## src/rtl/uart_tx_param_pkg.sv

```systemverilog
`default_nettype none
// ============================================================================
//  Module   : uart_tx_param_pkg
//  Purpose  : Shared definitions for the parametrised UART transmitter:
//             parity-mode encodings, FSM state encoding and parity helpers.
//  Contents : PAR_NONE / PAR_EVEN / PAR_ODD / PAR_NONE_ALT, tx_state_e,
//             mode_has_parity(), parity_bit()
//  Revision : 1.0  initial release
// ============================================================================
package uart_tx_param_pkg;

   // Parity-mode field as written by the CPU register block.
   // Encoding 2'b11 is reserved and behaves as "no parity".
   localparam logic [1:0] PAR_NONE     = 2'b00;
   localparam logic [1:0] PAR_EVEN     = 2'b01;
   localparam logic [1:0] PAR_ODD      = 2'b10;
   localparam logic [1:0] PAR_NONE_ALT = 2'b11;

   // Transmit FSM states.
   typedef enum logic [2:0] {
      ST_IDLE   = 3'd0,
      ST_START  = 3'd1,
      ST_DATA   = 3'd2,
      ST_PARITY = 3'd3,
      ST_STOP   = 3'd4
   } tx_state_e;

   // True when the mode inserts a parity bit into the frame.
   function automatic logic mode_has_parity(input logic [1:0] mode);
      return (mode == PAR_EVEN) || (mode == PAR_ODD);
   endfunction

   // Parity bit over up to 9 data bits. Callers zero-extend narrower words,
   // which leaves the XOR reduction unchanged.
   function automatic logic parity_bit(input logic       odd_sel,
                                       input logic [8:0] data);
      return odd_sel ? ~(^data) : (^data);
   endfunction

endpackage : uart_tx_param_pkg
`default_nettype wire

```

## src/rtl/uart_tx_fifo.sv

```systemverilog
`default_nettype none
// ============================================================================
//  Module   : uart_tx_fifo
//  Purpose  : Synchronous FIFO buffering words ahead of the UART transmitter.
//             A push into a full FIFO is ignored; a pop of an empty FIFO is
//             ignored; simultaneous push and pop leave the level unchanged.
//  Ports    : clk      in   system clock, rising edge
//             rst      in   asynchronous reset, active-low (flushes FIFO)
//             push_i   in   write wdata_i this edge (if not full)
//             wdata_i  in   WIDTH-bit write data
//             pop_i    in   discard head entry this edge (if not empty)
//             rdata_o  out  head entry (valid when !empty_o)
//             full_o   out  FIFO holds DEPTH entries
//             empty_o  out  FIFO holds no entries
//             level_o  out  number of entries held
//  Revision : 1.0  initial release
// ============================================================================
module uart_tx_fifo #(
   parameter int DEPTH = 4,
   parameter int WIDTH = 8
) (
   input  logic                       clk,
   input  logic                       rst,
   input  logic                       push_i,
   input  logic [WIDTH-1:0]           wdata_i,
   input  logic                       pop_i,
   output logic [WIDTH-1:0]           rdata_o,
   output logic                       full_o,
   output logic                       empty_o,
   output logic [$clog2(DEPTH):0]     level_o
);

   localparam int PTR_W = $clog2(DEPTH);
   localparam int LVL_W = PTR_W + 1;

   generate
      if ((DEPTH < 2) || ((DEPTH & (DEPTH - 1)) != 0)) begin : g_bad_depth
         $error("uart_tx_fifo: DEPTH must be a power of two and >= 2");
      end
   endgenerate

   logic [WIDTH-1:0] mem_q [DEPTH];
   logic [PTR_W-1:0] wr_ptr_q, wr_ptr_d;
   logic [PTR_W-1:0] rd_ptr_q, rd_ptr_d;
   logic [LVL_W-1:0] level_q,  level_d;
   logic             do_push;
   logic             do_pop;

   assign full_o  = (level_q == LVL_W'(DEPTH));
   assign empty_o = (level_q == '0);
   assign level_o = level_q;
   assign rdata_o = mem_q[rd_ptr_q];

   assign do_push = push_i && !full_o;
   assign do_pop  = pop_i  && !empty_o;

   // Pointers wrap naturally because DEPTH is a power of two.
   always_comb begin
      wr_ptr_d = wr_ptr_q;
      rd_ptr_d = rd_ptr_q;
      level_d  = level_q;
      if (do_push) begin
         wr_ptr_d = wr_ptr_q + PTR_W'(1);
      end
      if (do_pop) begin
         rd_ptr_d = rd_ptr_q + PTR_W'(1);
      end
      case ({do_push, do_pop})
         2'b10:   level_d = level_q + LVL_W'(1);
         2'b01:   level_d = level_q - LVL_W'(1);
         default: level_d = level_q;
      endcase
   end

   always_ff @(posedge clk or negedge rst) begin
      if (!rst) begin
         wr_ptr_q <= '0;
         rd_ptr_q <= '0;
         level_q  <= '0;
      end else begin
         wr_ptr_q <= wr_ptr_d;
         rd_ptr_q <= rd_ptr_d;
         level_q  <= level_d;
      end
   end

   // Storage needs no reset: the flushed pointers make stale words unreachable.
   always_ff @(posedge clk) begin
      if (do_push) begin
         mem_q[wr_ptr_q] <= wdata_i;
      end
   end

endmodule : uart_tx_fifo
`default_nettype wire

```

## src/rtl/uart_tx_param.sv

```systemverilog
`default_nettype none
// ============================================================================
//  Module   : uart_tx_param
//  Purpose  : Parametrised UART transmitter with input FIFO. Frame format:
//             start bit, DATA_BITS data bits LSB first, optional even/odd
//             parity bit, 1 or 2 stop bits. Frames run back to back while the
//             FIFO holds data. Frame format is latched when a word is loaded.
//  Ports    : clk          in   system clock, rising edge
//             rst          in   asynchronous reset, active-low
//             tx_data      in   word to send
//             tx_valid     in   tx_data valid this cycle
//             tx_ready     out  FIFO can accept (low while in reset)
//             parity_mode  in   00 none, 01 even, 10 odd, 11 none
//             stop2        in   1 = two stop bits
//             tx           out  serial line, idle high, registered
//             tx_busy      out  frame in progress or FIFO not empty
//             tx_done      out  one-cycle pulse on the last cycle of a frame
//             fifo_level   out  entries currently held in the FIFO
//  Revision : 1.0  initial release
// ============================================================================
module uart_tx_param
   import uart_tx_param_pkg::*;
#(
   parameter int CLK_FREQ   = 25000000,
   parameter int BAUD       = 9600,
   parameter int DATA_BITS  = 8,
   parameter int FIFO_DEPTH = 4
) (
   input  logic                          clk,
   input  logic                          rst,
   input  logic [DATA_BITS-1:0]          tx_data,
   input  logic                          tx_valid,
   output logic                          tx_ready,
   input  logic [1:0]                    parity_mode,
   input  logic                          stop2,
   output logic                          tx,
   output logic                          tx_busy,
   output logic                          tx_done,
   output logic [$clog2(FIFO_DEPTH):0]   fifo_level
);

   localparam int DIV    = CLK_FREQ / BAUD;
   localparam int BAUD_W = (DIV > 2) ? $clog2(DIV) : 1;
   localparam int BIT_W  = $clog2(DATA_BITS);
   localparam logic [BAUD_W-1:0] DIV_LAST = BAUD_W'(DIV - 1);
   localparam logic [BIT_W-1:0]  BIT_LAST = BIT_W'(DATA_BITS - 1);

   generate
      if (DIV < 2) begin : g_bad_div
         $error("uart_tx_param: CLK_FREQ/BAUD must be at least 2");
      end
      if ((DATA_BITS < 5) || (DATA_BITS > 9)) begin : g_bad_data_bits
         $error("uart_tx_param: DATA_BITS must be in 5..9");
      end
   endgenerate

   // ------------------------------------------------------------------
   // FIFO
   // ------------------------------------------------------------------
   logic                  fifo_push;
   logic                  fifo_pop;
   logic [DATA_BITS-1:0]  fifo_rdata;
   logic                  fifo_full;
   logic                  fifo_empty;

   // Gating with rst keeps tx_ready low for the whole reset period.
   assign tx_ready  = rst && !fifo_full;
   assign fifo_push = tx_valid && tx_ready;

   uart_tx_fifo #(
      .DEPTH (FIFO_DEPTH),
      .WIDTH (DATA_BITS)
   ) u_fifo (
      .clk     (clk),
      .rst     (rst),
      .push_i  (fifo_push),
      .wdata_i (tx_data),
      .pop_i   (fifo_pop),
      .rdata_o (fifo_rdata),
      .full_o  (fifo_full),
      .empty_o (fifo_empty),
      .level_o (fifo_level)
   );

   // ------------------------------------------------------------------
   // Transmit FSM
   // ------------------------------------------------------------------
   tx_state_e             state_q,  state_d;
   logic [BAUD_W-1:0]     baud_q,   baud_d;
   logic [BIT_W-1:0]      bit_q,    bit_d;     // data bit index, stop bit index in STOP
   logic [DATA_BITS-1:0]  shift_q,  shift_d;
   logic                  par_en_q, par_en_d;
   logic                  par_q,    par_d;     // parity bit precomputed at load
   logic                  stop2_q,  stop2_d;
   logic                  tx_q,     tx_d;
   logic                  baud_tick;
   logic                  load;
   logic                  frame_end;

   assign baud_tick = (baud_q == DIV_LAST);

   always_comb begin
      state_d   = state_q;
      baud_d    = baud_q;
      bit_d     = bit_q;
      shift_d   = shift_q;
      par_en_d  = par_en_q;
      par_d     = par_q;
      stop2_d   = stop2_q;
      tx_d      = tx_q;
      load      = 1'b0;
      frame_end = 1'b0;

      case (state_q)
         ST_IDLE: begin
            baud_d = '0;
            tx_d   = 1'b1;
            if (!fifo_empty) begin
               load = 1'b1;
            end
         end

         ST_START: begin
            if (baud_tick) begin
               state_d = ST_DATA;
               baud_d  = '0;
               bit_d   = '0;
               tx_d    = shift_q[0];
            end else begin
               baud_d  = baud_q + BAUD_W'(1);
            end
         end

         ST_DATA: begin
            if (baud_tick) begin
               baud_d = '0;
               if (bit_q == BIT_LAST) begin
                  bit_d = '0;
                  if (par_en_q) begin
                     state_d = ST_PARITY;
                     tx_d    = par_q;
                  end else begin
                     state_d = ST_STOP;
                     tx_d    = 1'b1;
                  end
               end else begin
                  bit_d   = bit_q + BIT_W'(1);
                  shift_d = shift_q >> 1;
                  // Next bit is the one about to reach position 0.
                  tx_d    = shift_q[1];
               end
            end else begin
               baud_d = baud_q + BAUD_W'(1);
            end
         end

         ST_PARITY: begin
            if (baud_tick) begin
               state_d = ST_STOP;
               baud_d  = '0;
               bit_d   = '0;
               tx_d    = 1'b1;
            end else begin
               baud_d  = baud_q + BAUD_W'(1);
            end
         end

         ST_STOP: begin
            tx_d = 1'b1;
            if (baud_tick) begin
               baud_d = '0;
               if (stop2_q && (bit_q == '0)) begin
                  bit_d = BIT_W'(1);
               end else begin
                  // Last cycle of the frame; chain straight into the next one.
                  frame_end = 1'b1;
                  bit_d     = '0;
                  if (!fifo_empty) begin
                     load = 1'b1;
                  end else begin
                     state_d = ST_IDLE;
                  end
               end
            end else begin
               baud_d = baud_q + BAUD_W'(1);
            end
         end

         default: begin
            state_d = ST_IDLE;
            baud_d  = '0;
            bit_d   = '0;
            tx_d    = 1'b1;
         end
      endcase

      // Frame load: format inputs are sampled here only, so later changes
      // cannot disturb a frame already in flight.
      if (load) begin
         state_d  = ST_START;
         baud_d   = '0;
         bit_d    = '0;
         shift_d  = fifo_rdata;
         par_en_d = mode_has_parity(parity_mode);
         par_d    = parity_bit(parity_mode == PAR_ODD, 9'(fifo_rdata));
         stop2_d  = stop2;
         tx_d     = 1'b0;
      end
      fifo_pop = load;
   end

   always_ff @(posedge clk or negedge rst) begin
      if (!rst) begin
         state_q  <= ST_IDLE;
         baud_q   <= '0;
         bit_q    <= '0;
         shift_q  <= '0;
         par_en_q <= 1'b0;
         par_q    <= 1'b0;
         stop2_q  <= 1'b0;
         tx_q     <= 1'b1;
      end else begin
         state_q  <= state_d;
         baud_q   <= baud_d;
         bit_q    <= bit_d;
         shift_q  <= shift_d;
         par_en_q <= par_en_d;
         par_q    <= par_d;
         stop2_q  <= stop2_d;
         tx_q     <= tx_d;
      end
   end

   assign tx      = tx_q;
   assign tx_done = frame_end;
   assign tx_busy = (state_q != ST_IDLE) || (fifo_level != '0);

endmodule : uart_tx_param
`default_nettype wire
```

## config.mk

```make
export PLATFORM = sky130hd
export DESIGN_NAME = uart_tx_param
export DESIGN_NICKNAME = d
export VERILOG_FILES = /design/src/rtl/uart_tx_param_pkg.sv /design/src/rtl/uart_tx_fifo.sv /design/src/rtl/uart_tx_param.sv
export SDC_FILE = /design/constraint.sdc
export NUM_CORES = 1
export LEC_CHECK = 0
export ABC_AREA = 1
export BUFFER_PORTS_ARGS = -buffer_cell sky130_fd_sc_hd__buf_2
export CAP_MARGIN = 10
export CORE_MARGIN = 3
export CORE_UTILIZATION = 59
export CTS_BUF_LIST = sky130_fd_sc_hd__clkbuf_8 sky130_fd_sc_hd__clkbuf_16
export DETAILED_ROUTE_END_ITERATION = 8
export HOLD_SLACK_MARGIN = 0.1
export PLACE_DENSITY = 0.78
export SETUP_SLACK_MARGIN = 0.5
export SLEW_MARGIN = 25
export SYNTH_ARGS = -nofsm -noshare
export SYNTH_HDL_FRONTEND = slang
export SYNTH_SLANG_ARGS = --single-unit
```

## constraint.sdc

```tcl
create_clock -name clk -period 4.64 [get_ports clk]
set_clock_uncertainty 0.1 [all_clocks]
set_input_delay 0.464 -clock clk [delete_from_list [all_inputs] [get_ports clk]]
set_output_delay 0.464 -clock clk [all_outputs]
set_load 0.01 [all_outputs]
```

# Yosys cells after proc, flatten, opt, wreduce, memory -nomap -nowiden
# Memory sizes are Yosys's and may differ from the RTL's.
# Cells that the tools add are included.
# word_totals
in_bits,14
elab_cells,106
output_inout_bits,7
memories,1
regBits,37
mem_bits_rw,32
# classes
addsub,6
n_reduce_logical,24
eq_ne,21
mux,42
bitwise_logic,1
# mem_list
name,depth,word_bits,read_ports,rd_clocked_by_memory_dff,wr,line,source
u_fifo.mem_q,4,8,1,0,1,uart_tx_fifo.sv:42,logic [WIDTH-1:0] mem_q [DEPTH];
# ops
operator,count
2-to-1 mux 3 bit,14
2-to-1 mux 12 bit,3
2-to-1 mux 8 bit,4
!= test 3 x 2 -> 1 bit (second input constant),7
2-to-1 mux 1 bit,16
one-hot mux 3 bit (5 select lines),1
adder 12 x 1 -> 12 bit (second input constant),1
equality test 12 bit (second input constant),1
one-hot mux 3 bit (4 select lines),1
equality test 3 bit (second input constant),3
logical NOT 3 bit,3
XOR reduction 9 bit,1
AND reduction 8 bit,1
adder 3 x 1 -> 3 bit (second input constant),2
equality test 3 x 2 -> 1 bit (second input constant),2
one-hot mux 3 bit (2 select lines),1
AND reduction 3 bit,2
nonzero test 2 bit,3
nonzero test 3 bit,2
logical AND 1 bit,5
adder 2 x 1 -> 2 bit (second input constant),2
equality test 2 x 1 -> 1 bit (second input constant),2
equality test 2 bit (second input constant),2
!= test 2 x 1 -> 1 bit (second input constant),2
other kinds (11),13

# Depth between registers and ports, before layout
# logic_depth
depth_word,8
mapped_depth,15
ltp_nobuf,14

# By module
# Synthesis repeated with hierarchy kept, for this count alone.
# hier_totals
cells_unflattened,390
area_unflattened_um2,3626.0
# modules_own_cells
mod,cells_each,area_per_inst_um2,seq_area_each_um2,instances
uart_tx_param,236,1884.3,752.0,1
uart_tx_fifo,154,1741.7,1136.1,1

# Least setup slack after synthesis
# OpenSTA, ideal clock, no wires.
# synth_path
kind,reg2reg
from,register baud_q[0]
to,"register u_fifo.level_q[2], in the netlist u_fifo.level_o[2]"
t_required_ps,4409
period_less_slack_ps,2363
stages_incl_launch_ff,14
path_slack_ps,2277
setup_ps,131
arrival_ps,2132
n_path_buf,0
cell_sequence,dfrtp_1 > ha_1 > nand2_1 > nor3_4 > nand3_2 > nand2_1 > nand2_2 > inv_1 > ha_1 > inv_1 > fa_1 > a21oi_1 > o21ai_0 > xor2_1
# synth_via
elab_chain_len,6
word_cells_on_any_way,8
classes_between,3 x eq/ne; 3 x mux; 2 x reduce/logical
# synth_lines
element,line,source
"start, declared",uart_tx_param.sv:89,"logic [BAUD_W-1:0] baud_q, baud_d;"
"start signal, assigned",uart_tx_param.sv:224,baud_q <= baud_d;
equality test 12 bit (*),uart_tx_param.sv:100,assign baud_tick = (baud_q == DIV_LAST);
2-to-1 mux 1 bit (*),uart_tx_param.sv:170,if (baud_tick) begin
one-hot mux 1 bit (2 select lines) (*),uart_tx_param.sv:114,case (state_q)
logical AND 1 bit (*),uart_tx_fifo.sv:55,assign do_pop = pop_i && !empty_o;
net u_fifo.do_pop,uart_tx_fifo.sv:47,logic do_pop;
equality test 2 x 1 -> 1 bit / equality test 2 bit (equally long branches),uart_tx_fifo.sv:68,"case ({do_push, do_pop})"
one-hot mux 3 bit (2 select lines) / nonzero test 2 bit (equally long branches),n/a,
"end signal, assigned",uart_tx_fifo.sv:83,level_q <= level_d;
"end, declared",uart_tx_fifo.sv:45,"logic [LVL_W-1:0] level_q, level_d;"
# Mark *: on every way through the listed nets, which the timed path passes. The rest lies on a longest branch.
# A chain may end at the register's enable or synchronous reset.

# Worst setup path in the final report
# Same ends and word-level chain as after synthesis.

==> reports/qor.yml <==
detailed_routing:
  routed_wire_length_per_instance_um: 12.6
  drt_pass1_iterations: 4
  route.final.wire_length_mm: 6.00
  per_cell_via_count_in_the_routed_design: 5.15
  post-route-drc-count: 0
  drt_first_iter_violations: 66
  detail-route-antenna-nets: 0
  dr_total_vias: 2439
sta:
  max-slew-margin-rel_pct: 47.5
  layout_worst_path_cycle_share_pct: 59.8
  clock_period_minus_final_worst_setup_slack_ps: 2770
  grt_setup_unrepaired: "no"
  tightest_slew_ps: 784
  hold_slack_ps: 124
  slew_viol_final: 0
  maximum_clock_rate_mhz: 360
  setup_viol: 0
  timing.final.hold_violations: 0
  setup-tns-final_ps: 0
setup_path:
  crit-reg2reg-launch: "baud_q[0]"
  worstSetupStartpointType: "flip-flop"
  cp_max_fo: 24
  startpoint: "baud_q[0]"
  critical_path.endpoint_type: "flip-flop"
  cp_data_required_time_ps: 4770
  critPathArrivalTime_ps: 2900
  timing_worst_setup_path_type: "flip-flop to flip-flop"
global_route:
  grt_max_degree: 38
  wire_length_of_the_first_global_routing_pass_mm: 10.1
  grt_remaining_overflow: 0
  track_usage_pct: 20.5
  first_global_vias: 2352
  grt_antenna_before_repair: 0
clocking:
  post_cts_resized: 0
  numClockSinks: 69
  tritoncts.num_buffers: 9
  cts_tree: "yes"
  clk_transition_reported_paths_ps: 80
  insertion_delay_ps: 350
  cts-root-buf: "clkbuf_8"
  cts_hold_repair.buffers: 0
  cts_setup_buffers: 0
  cts_buffer_depth: 2
  ctsHtreeMaxLevel: 3
synthesis:
  ys_warn_count: 0
  synth_enable_flop_cells: 32
  ys_dominant_reg_cell: "dfrtp_1"
  synth-seq-cells: 69
  syn_avg_cell_area_um2: 9.18
  post_synth_num_cell_types: 37
  asyncSetResetFlopFracSynth_pct: 53.6
  synth.net_count: 396
  seq_area_frac_synth_pct: 55.4
  syn-cell-area_um2: 3410
  syn_inst: 371
place:
  routabilityCongestion: 0.857
  post-dp-hpwl_mm: 4.26
  port-buffer-count: 20
min_path:
  min_path_type: "input pin to async pin"
power_and_ir_drop:
  report.power.total_w: 0.00248
  irDropWorstVdd_v: 0.000434
  power-per-cell-area_nw_per_um2: 649
  p_leak_nw: 1.76
status:
  run_status: "completed"
floorplanning:
  die_width_um: 82.0
  design.die.area_um2: 6720
  initial_core_util_pct: 61.5
  io_pins: 21
  die-height_um: 82.0
  site_rows: 27
  core-area_um2: 5540
finish:
  antenna_fix_cells: 0
  share_of_final_layout_standard_cells_stronger_than_drive_strength_1_pct: 14.7
  synthToLayoutAreaGrowth_pct: 12.3
  design.final.nets: 422
  layout.filler_cells: 447
flow_run:
  number_of_max_cap_violations: 0
## placed cells by master, fill, tap and decap left out, types with 2 or more instances in the layout
| cell | n |
|---|---|
| a31oi_1 | 7 |
| nand2_2 | 3 |
| xor2_1 | 7 |
| nor2_2 | 3 |
| o21ai_1 | 2 |
| bufinv_16 | 4 |
| clkinv_4 | 2 |
| nor3b_1 | 2 |
| nand3_1 | 34 |
| buf_2 | 20 |
| clkbuf_8 | 9 |
| inv_2 | 6 |
| nand4_1 | 2 |
| ha_1 | 10 |
| nand2_1 | 116 |
| o21ai_0 | 10 |
| dfrtp_1 | 36 |
| inv_1 | 34 |
| a211oi_1 | 2 |
| a21oi_1 | 6 |
| xnor2_1 | 3 |
| nor2_1 | 34 |
| nor2_4 | 2 |
| edfxtp_1 | 32 |
## layout make-up
cell class	instances	area, um2	share of cell area (%)
well taps	72	90.1	2.35
repair buffers	21	108	2.81
clock buffers	9	124	3.24
inverters	42	160	4.19
multi-input cells	254	1310	34.2
flip-flops and latches	69	1890	49.3
clock inverters	7	146	3.83
## synth_stat cells (all sizes together) (3+ instances only)
cell    instances  area, um2
nand2         120        465
inv            41        156
nor2           39        169
dfrtp          36        901
nand3          35        180
edfxtp         32        961
o21ai          12       60.1
ha             10        125
a31oi           7       43.8
xor2            7       61.3
a21oi           6       30.0
buf             6       47.5
nor3            3       31.3
o211ai          3       41.3
xnor2           3       26.3
## flip-flops by register name, summed over array words and instances (netlist names), 2 cells and up
signal / count
baud_q: 12
u_fifo.mem_q: 32
shift_q: 8
u_fifo.wr_ptr_q: 2
u_fifo.rd_ptr_q: 2
state_q: 3
u_fifo.level_o: 3
bit_q: 3
## per-layer routing
metal | track usage (%) | share of wire, % | up-vias
met1 | 23.5 | 43 | 1126
met4 | 9.63 | 2.0 | 0
met3 | 4.93 | 3.5 | 12
met5 | 0 | 0 | -
li1 | - | - | 1260
met2 | 35.7 | 51 | 41
## critical path: stages (launching register included)
cell,delay (ps)
dfrtp_1,370
ha_1,200
nand2_1,100
nor3_4,220
nand3_2,110
nand2_1,90
nand2_2,250
inv_1,210
ha_1,160
inv_1,70
fa_1,380
a21oi_1,140
o21ai_0,110
xor2_1,150
## path summary, 6_finish.rpt
path                                      to  slack (ps)  cells past startpoint
max in group asynchronous                 tx        3970                      2
max                        u_fifo.level_o[2]        1870                     13
min                               state_q[2]         120                      2
min in group clk                     stop2_q         210                      3
max reg2reg                u_fifo.level_o[2]        1870                     13
min reg2reg                        baud_q[0]         360                      1
## through the flow
stage	utilization [%]	area [um2]	instances	worst slack (ps)
after global routing	69.1	3830	474	1550
final	69.1	3830	474	1870
after CTS	69.1	3830	474	1850
after detailed placement	64.2	3560	458	1870
after global placement	64.2	3560	458	1940
after floorplan	-	3410	371	2280
## report_power, final
group          internal (W)  leakage [nW]  switching, W  total (W)
Combinational      0.000318         0.877      0.000602   0.000920
Clock              0.000415         0.134      0.000236   0.000651
Sequential         0.000789         0.754      0.000123   0.000912
## kinds of logic (layout without fill, tap and decap cells)
kind of cell	after synthesis	after routing	synth area share, %
xor+xnor	10	10	2.57
simple gates	203	203	26.0
buf+inv	48	79	6.10
flops	69	69	55.4
compound gates	30	30	5.58
fa+ha+maj	11	11	4.26
Power figures use the tool's default switching activity.
